$ cat src/rtl/debugger_stimulus_sequencer.sv
// Stimulus sequencer and latency checker for the hwdbg debugger: resets the debugger, drives a
// pattern on its input pins, raises the PL signal and times the PS interrupt against a timeout.
module debugger_stimulus_sequencer #(
  parameter int NUM_PINS   = 32,
  parameter int TIMEOUT_W  = 16,
  parameter int LAT_W      = 32,
  parameter int RESET_HOLD = 10
) (
  input  logic                 clock,
  input  logic                 reset,
  input  logic                 io_start,
  input  logic [1:0]           io_mode,
  input  logic [NUM_PINS-1:0]  io_pattern,
  input  logic [TIMEOUT_W-1:0] io_timeout,
  input  logic [NUM_PINS-1:0]  io_outputPin,
  input  logic                 io_psOutInterrupt,
  output logic                 io_dutReset,
  output logic                 io_dutEn,
  output logic [NUM_PINS-1:0]  io_inputPin,
  output logic                 io_plInSignal,
  output logic                 io_busy,
  output logic                 io_done,
  output logic                 io_pass,
  output logic                 io_timedOut,
  output logic [LAT_W-1:0]     io_latency,
  output logic [NUM_PINS-1:0]  io_capturedOutput
);

  localparam int HOLD_W = (RESET_HOLD > 1) ? $clog2(RESET_HOLD) : 1;
  localparam logic [HOLD_W-1:0] HOLD_LAST = HOLD_W'(RESET_HOLD - 1);
  localparam int CMP_W = ((LAT_W > TIMEOUT_W) ? LAT_W : TIMEOUT_W) + 1;
  localparam logic [LAT_W-1:0] LAT_MAX = '1;

  typedef enum logic [2:0] {IDLE, RESET_DUT, SETTLE, WAIT_IRQ, DONE} stateT;

  stateT                state, nextState;
  logic [HOLD_W-1:0]    holdCnt, holdCntD;
  logic [LAT_W-1:0]     waitCnt, waitCntD;
  logic [1:0]           modeReg, modeD;
  logic [NUM_PINS-1:0]  seedReg, seedD;
  logic [TIMEOUT_W-1:0] timeoutReg, timeoutD;
  logic                 dutResetD, dutEnD, plInSignalD, busyD, doneD, passD, timedOutD;
  logic [NUM_PINS-1:0]  inputPinD, capturedD;
  logic [LAT_W-1:0]     latencyD;
  logic                 accept, irqHit, tmoHit;

  // The current pattern lives in io_inputPin itself; this computes the value for the next WAIT cycle.
  function automatic logic [NUM_PINS-1:0] advance(input logic [1:0] mode,
                                                  input logic [NUM_PINS-1:0] p);
    case (mode)
      2'd1:    advance = (p << 1) | (p >> (NUM_PINS - 1));
      2'd2:    advance = p + NUM_PINS'(1);
      2'd3:    advance = ~p;
      default: advance = p;
    endcase
  endfunction

  assign accept = (state == IDLE) && io_start;
  assign irqHit = (state == WAIT_IRQ) && io_psOutInterrupt;
  // Timeout fires at the end of WAIT cycle T-1; the interrupt check takes priority over it.
  assign tmoHit = (state == WAIT_IRQ) && (timeoutReg != '0) &&
                  (CMP_W'(waitCnt) + CMP_W'(1) == CMP_W'(timeoutReg));

  // NOTE: sequential state uses non-blocking assignments so every register samples pre-edge values.
  always_ff @(posedge clock) begin
    if (!reset) begin
      state             <= IDLE;
      holdCnt           <= '0;
      waitCnt           <= '0;
      modeReg           <= '0;
      seedReg           <= '0;
      timeoutReg        <= '0;
      io_dutReset       <= 1'b1;
      io_dutEn          <= 1'b0;
      io_inputPin       <= '0;
      io_plInSignal     <= 1'b0;
      io_busy           <= 1'b0;
      io_done           <= 1'b0;
      io_pass           <= 1'b0;
      io_timedOut       <= 1'b0;
      io_latency        <= '0;
      io_capturedOutput <= '0;
    end else begin
      state             <= nextState;
      holdCnt           <= holdCntD;
      waitCnt           <= waitCntD;
      modeReg           <= modeD;
      seedReg           <= seedD;
      timeoutReg        <= timeoutD;
      io_dutReset       <= dutResetD;
      io_dutEn          <= dutEnD;
      io_inputPin       <= inputPinD;
      io_plInSignal     <= plInSignalD;
      io_busy           <= busyD;
      io_done           <= doneD;
      io_pass           <= passD;
      io_timedOut       <= timedOutD;
      io_latency        <= latencyD;
      io_capturedOutput <= capturedD;
    end
  end

  // NOTE: every always_comb output gets a default first, so no path can infer a latch.
  always_comb begin
    nextState = state;
    case (state)
      IDLE:      if (io_start) nextState = RESET_DUT;
      RESET_DUT: if (holdCnt == HOLD_LAST) nextState = SETTLE;
      SETTLE:    nextState = WAIT_IRQ;
      WAIT_IRQ:  if (irqHit || tmoHit) nextState = DONE;
      DONE:      nextState = IDLE;
      default:   nextState = IDLE;
    endcase
  end

  // Outputs are registered: their next values are derived from the state being entered.
  always_comb begin
    holdCntD    = (state == RESET_DUT) ? holdCnt + HOLD_W'(1) : '0;
    waitCntD    = waitCnt;
    modeD       = modeReg;
    seedD       = seedReg;
    timeoutD    = timeoutReg;
    dutResetD   = io_dutReset;
    dutEnD      = io_dutEn;
    plInSignalD = io_plInSignal;
    inputPinD   = '0;
    busyD       = 1'b0;
    doneD       = 1'b0;
    passD       = io_pass;
    timedOutD   = io_timedOut;
    latencyD    = io_latency;
    capturedD   = io_capturedOutput;

    if (accept) begin
      modeD     = io_mode;
      seedD     = io_pattern;
      timeoutD  = io_timeout;
      passD     = 1'b0;
      timedOutD = 1'b0;
      latencyD  = '0;
      capturedD = '0;
    end

    if (irqHit) begin
      passD     = 1'b1;
      latencyD  = waitCnt;
      capturedD = io_outputPin;
    end else if (tmoHit) begin
      timedOutD = 1'b1;
      latencyD  = LAT_W'(timeoutReg);
    end

    case (nextState)
      RESET_DUT: begin
        busyD = 1'b1; dutResetD = 1'b1; dutEnD = 1'b1; plInSignalD = 1'b0;
      end
      SETTLE: begin
        busyD = 1'b1; dutResetD = 1'b0; dutEnD = 1'b1; plInSignalD = 1'b0;
      end
      WAIT_IRQ: begin
        busyD = 1'b1; dutResetD = 1'b0; dutEnD = 1'b1; plInSignalD = 1'b1;
        if (state == SETTLE) begin
          inputPinD = seedReg;
          waitCntD  = '0;
        end else begin
          inputPinD = advance(modeReg, io_inputPin);
          waitCntD  = (waitCnt == LAT_MAX) ? waitCnt : waitCnt + LAT_W'(1);
        end
      end
      DONE: begin
        doneD = 1'b1; dutResetD = 1'b0; dutEnD = 1'b1; plInSignalD = 1'b0;
      end
      default: ;
    endcase
  end

endmodule

$ cat config.mk
export PLATFORM = sky130hd
export DESIGN_NAME = debugger_stimulus_sequencer
export DESIGN_NICKNAME = d
export VERILOG_FILES = /design/src/rtl/debugger_stimulus_sequencer.sv
export SDC_FILE = /design/constraint.sdc
export NUM_CORES = 1
export LEC_CHECK = 0
export ABC_AREA = 1
export CAP_MARGIN = 20
export CORE_UTILIZATION = 53
export DETAILED_ROUTE_END_ITERATION = 10
export PLACE_DENSITY = 0.8
export REMOVE_ABC_BUFFERS = 1
export SLEW_MARGIN = 10
export SYNTH_ARGS = -nofsm -noshare
export SYNTH_HDL_FRONTEND = slang
export SYNTH_SLANG_ARGS = --single-unit
$ cat constraint.sdc
create_clock -name clock -period 2.95 [get_ports clock]
set_clock_uncertainty 0.05 [all_clocks]
set_input_delay 0.59 -clock clock [delete_from_list [all_inputs] [get_ports clock]]
set_output_delay 0.59 -clock clock [all_outputs]
set_load 0.05 [all_outputs]
==> metrics.cfg <==
[outcome]
status=finished, final reports clean

[global_route]
grt_max_degree=107
grt_pass1_vias=10600
antenna_found_initial=0
grt_pass1_wl_um=53100
grt_overflow=0
gr-usage-all-layers=0.330

[floorplan]
fp.dieW_um=143
dieArea_um2=20300
ios=189
rows=51
initial_core_util=0.540
die_y_um=143
coreArea_um2=19400

[place]
dpl.hpwl_um=23400
gp_congestion=0.980
portBuffers=188

[clock_tree]
clk_pin_slew_ns=0.08
cts_buffers=17
cts_tree=done
cts.sinks=192
cts_root_buffer=clkbuf_16
insertion_delay_ns=0.45
cts_buffer_depth=2
htreeDepth=4

[setup_path]
start_kind=register
critPathRequiredTime_ns=3.27
path_class=register to register
critPathArrivalTime_ns=3.16
r2r_cells=20
path_max_fanout=19
end_kind=register

[detailed_routing]
drc=0
wl_per_cell_um=16.3
antenna_left=0
routed_wirelength_um=34400
vias=11700
viasPerCell=5.54
drtIter0Drc=1064
drt_first_pass_iters=6

[synth]
async_reset_ff_frac=0
synthDistinctLibCells=47
netlist_area_um2=10500
yosys.area.top_type_share=0.367
synth-seq-cells=192
synth_common_cells=nand2_1 (406), nor2_1 (328), dfxtp_1 (192)
yosysTopAreaCell=dfxtp_1
ys_seq_area_frac=0.367
syn_avg_cell_area_um2=6.35
ys_warn_count=0
synth_edf_count=0
synthTopCellsByArea=dfxtp_1 (37%), nand2_1 (15%), nor2_1 (12%), nand3_1 (5.5%), inv_1 (5.0%)
ys.flop_type=dfxtp_1
synth_most_common_cell=nand2_1
synthCells=1649

[finish]
num_antenna_cells=0
fin_nets=1924
area_growth_pct=29.9
fin_util=0.701
drive_above_1_share=0.0786

[sta]
slew_violations=0
min_period_ns=2.84
slew-limit-headroom=0.566
period_share=0.964
setup_viol=0
hold_violations=0
max_freq_ghz=0.352
tightest_slew_ns=0.651

[power]
irDropWorstVdd_uv=423
p_leak_uw=0.00571
power_uw=6050
power_density_nw_per_um2=445

[worst_hold_path]
worstHoldPathCells=2
hold_class=register to register

[job]
maxCapViolCount=0

==> power by group <==
group | internal, uW | switching (uW)
logic | 323 | 478
registers | 2670 | 64.9
clock network | 1320 | 1190
total | 4310 | 1740
==> timing repair <==
action | 4_1_cts | 5_1_grt
gates resized for setup | 0 | 15
buffers inserted | 0 | 0
hold buffers | 0 | 0
setup endpoints to repair | 0 | 93
==> flip-flops by register name (all words and copies together), names as in the netlist, 2 cells and up <==
signal,count
state,3
waitCnt,32
io_latency,32
timeoutReg,16
io_inputPin,32
holdCnt,4
seedReg,32
io_capturedOutput,32
modeReg,2
==> final timing paths <==
path / start / to / slack [ns]
max: waitCnt[1]$_SDFFE_PN0P_ / waitCnt[1]$_SDFFE_PN0P_ / 0.11
min reg2reg: seedReg[29]$_SDFFE_PN0P_ / seedReg[29]$_SDFFE_PN0P_ / 0.41
min: seedReg[29]$_SDFFE_PN0P_ / seedReg[29]$_SDFFE_PN0P_ / 0.41
max reg2reg: waitCnt[1]$_SDFFE_PN0P_ / waitCnt[1]$_SDFFE_PN0P_ / 0.11
==> cells in the final DEF, fill, tap and decap left out, types with 3 or more instances in the layout <==
cell type | synthesis | layout
inv_2 | 7 | 7
nand2_2 | 7 | 7
o22ai_1 | 11 | 11
inv_1 | 140 | 140
nor4_1 | 5 | 5
nand3b_1 | 9 | 9
buf_12 | 0 | 6
clkinv_8 | 0 | 5
a221oi_1 | 6 | 6
dfxtp_1 | 192 | 190
buf_4 | 2 | 49
a22oi_1 | 11 | 11
nand4_1 | 52 | 52
nor2_2 | 8 | 12
or2_2 | 7 | 7
a21oi_1 | 84 | 84
nand3_1 | 116 | 114
o311ai_0 | 4 | 4
clkdlybuf4s50_1 | 0 | 187
o21ai_0 | 82 | 82
clkinv_1 | 3 | 3
ha_1 | 6 | 5
o221ai_1 | 9 | 9
nand2_1 | 406 | 405
clkbuf_16 | 0 | 20
xor2_1 | 6 | 6
nor2_1 | 328 | 323
nor2_4 | 6 | 7
nor3_1 | 29 | 29
o2111ai_1 | 7 | 7
==> metal layers <==
metal	vias to the layer above	track usage	wire length, um
li1	5733	-	-
met1	5365	0.393	14100
met2	464	0.577	16700
met3	123	0.0525	2090
met4	0	0.157	1520
met5	-	0	0
==> logic make-up (layout without fill, tap and decap cells) <==
| group | after synthesis | count (layout) | share of synthesized area |
|---|---|---|---|
| AOI/OAI and AO/OA | 224 | 224 | 0.122 |
| xor gates and xnor gates | 9 | 9 | 0.00884 |
| adders and majority gates | 6 | 6 | 0.00717 |
| buffers and inverters | 235 | 431 | 0.0909 |
| DFF | 192 | 192 | 0.367 |
| and+or+nand+nor | 983 | 983 | 0.403 |
==> worst max-delay path: stages (launching register included) <==
cell and delay (ns):
dfxtp_2 0.36, ha_4 0.15, nand2_2 0.09, nor2_4 0.21, buf_4 0.16, nand3_1 0.11, nand2_1 0.13, nand2_1 0.10
nand2_1 0.09, inv_1 0.04, nand2_1 0.05, nor2_1 0.04, nand2_2 0.12, nor2_8 0.05, nand3_2 0.08, buf_8 0.19
nand4_4 0.28, clkbuf_16 0.29, nand2_1 0.06, nand2_1 0.04, nor2_1 0.10
==> through the flow <==
step | instances | setup TNS [ns] | cell area (um2) | setup WS, ns | hold WS (ns)
finish | 2110 | 0 | 13600 | 0.107 | 0.411
global route | 2110 | -1.04 | 13600 | -0.0731 | 0.429
CTS | 2104 | 0 | 13400 | 0.0182 | 0.412
detailed placement | 2072 | 0 | 12800 | 0.0312 | 0.400
global placement | 2072 | 0 | 12800 | 0.104 | 0.393
floorplan | 1564 | -148.03 | 10100 | -1.56 | 0.379
==> final cells by class <==
class,instances,area [um2]
fillers,1692,5800
clock inverters,15,220
clock buffers,17,425
well taps,265,332
repair buffers,249,2490
flip-flops and latches,192,3850
multi-input cells,1222,5730
inverters,150,563
Note: power is estimated with default switching activity, not from simulation.
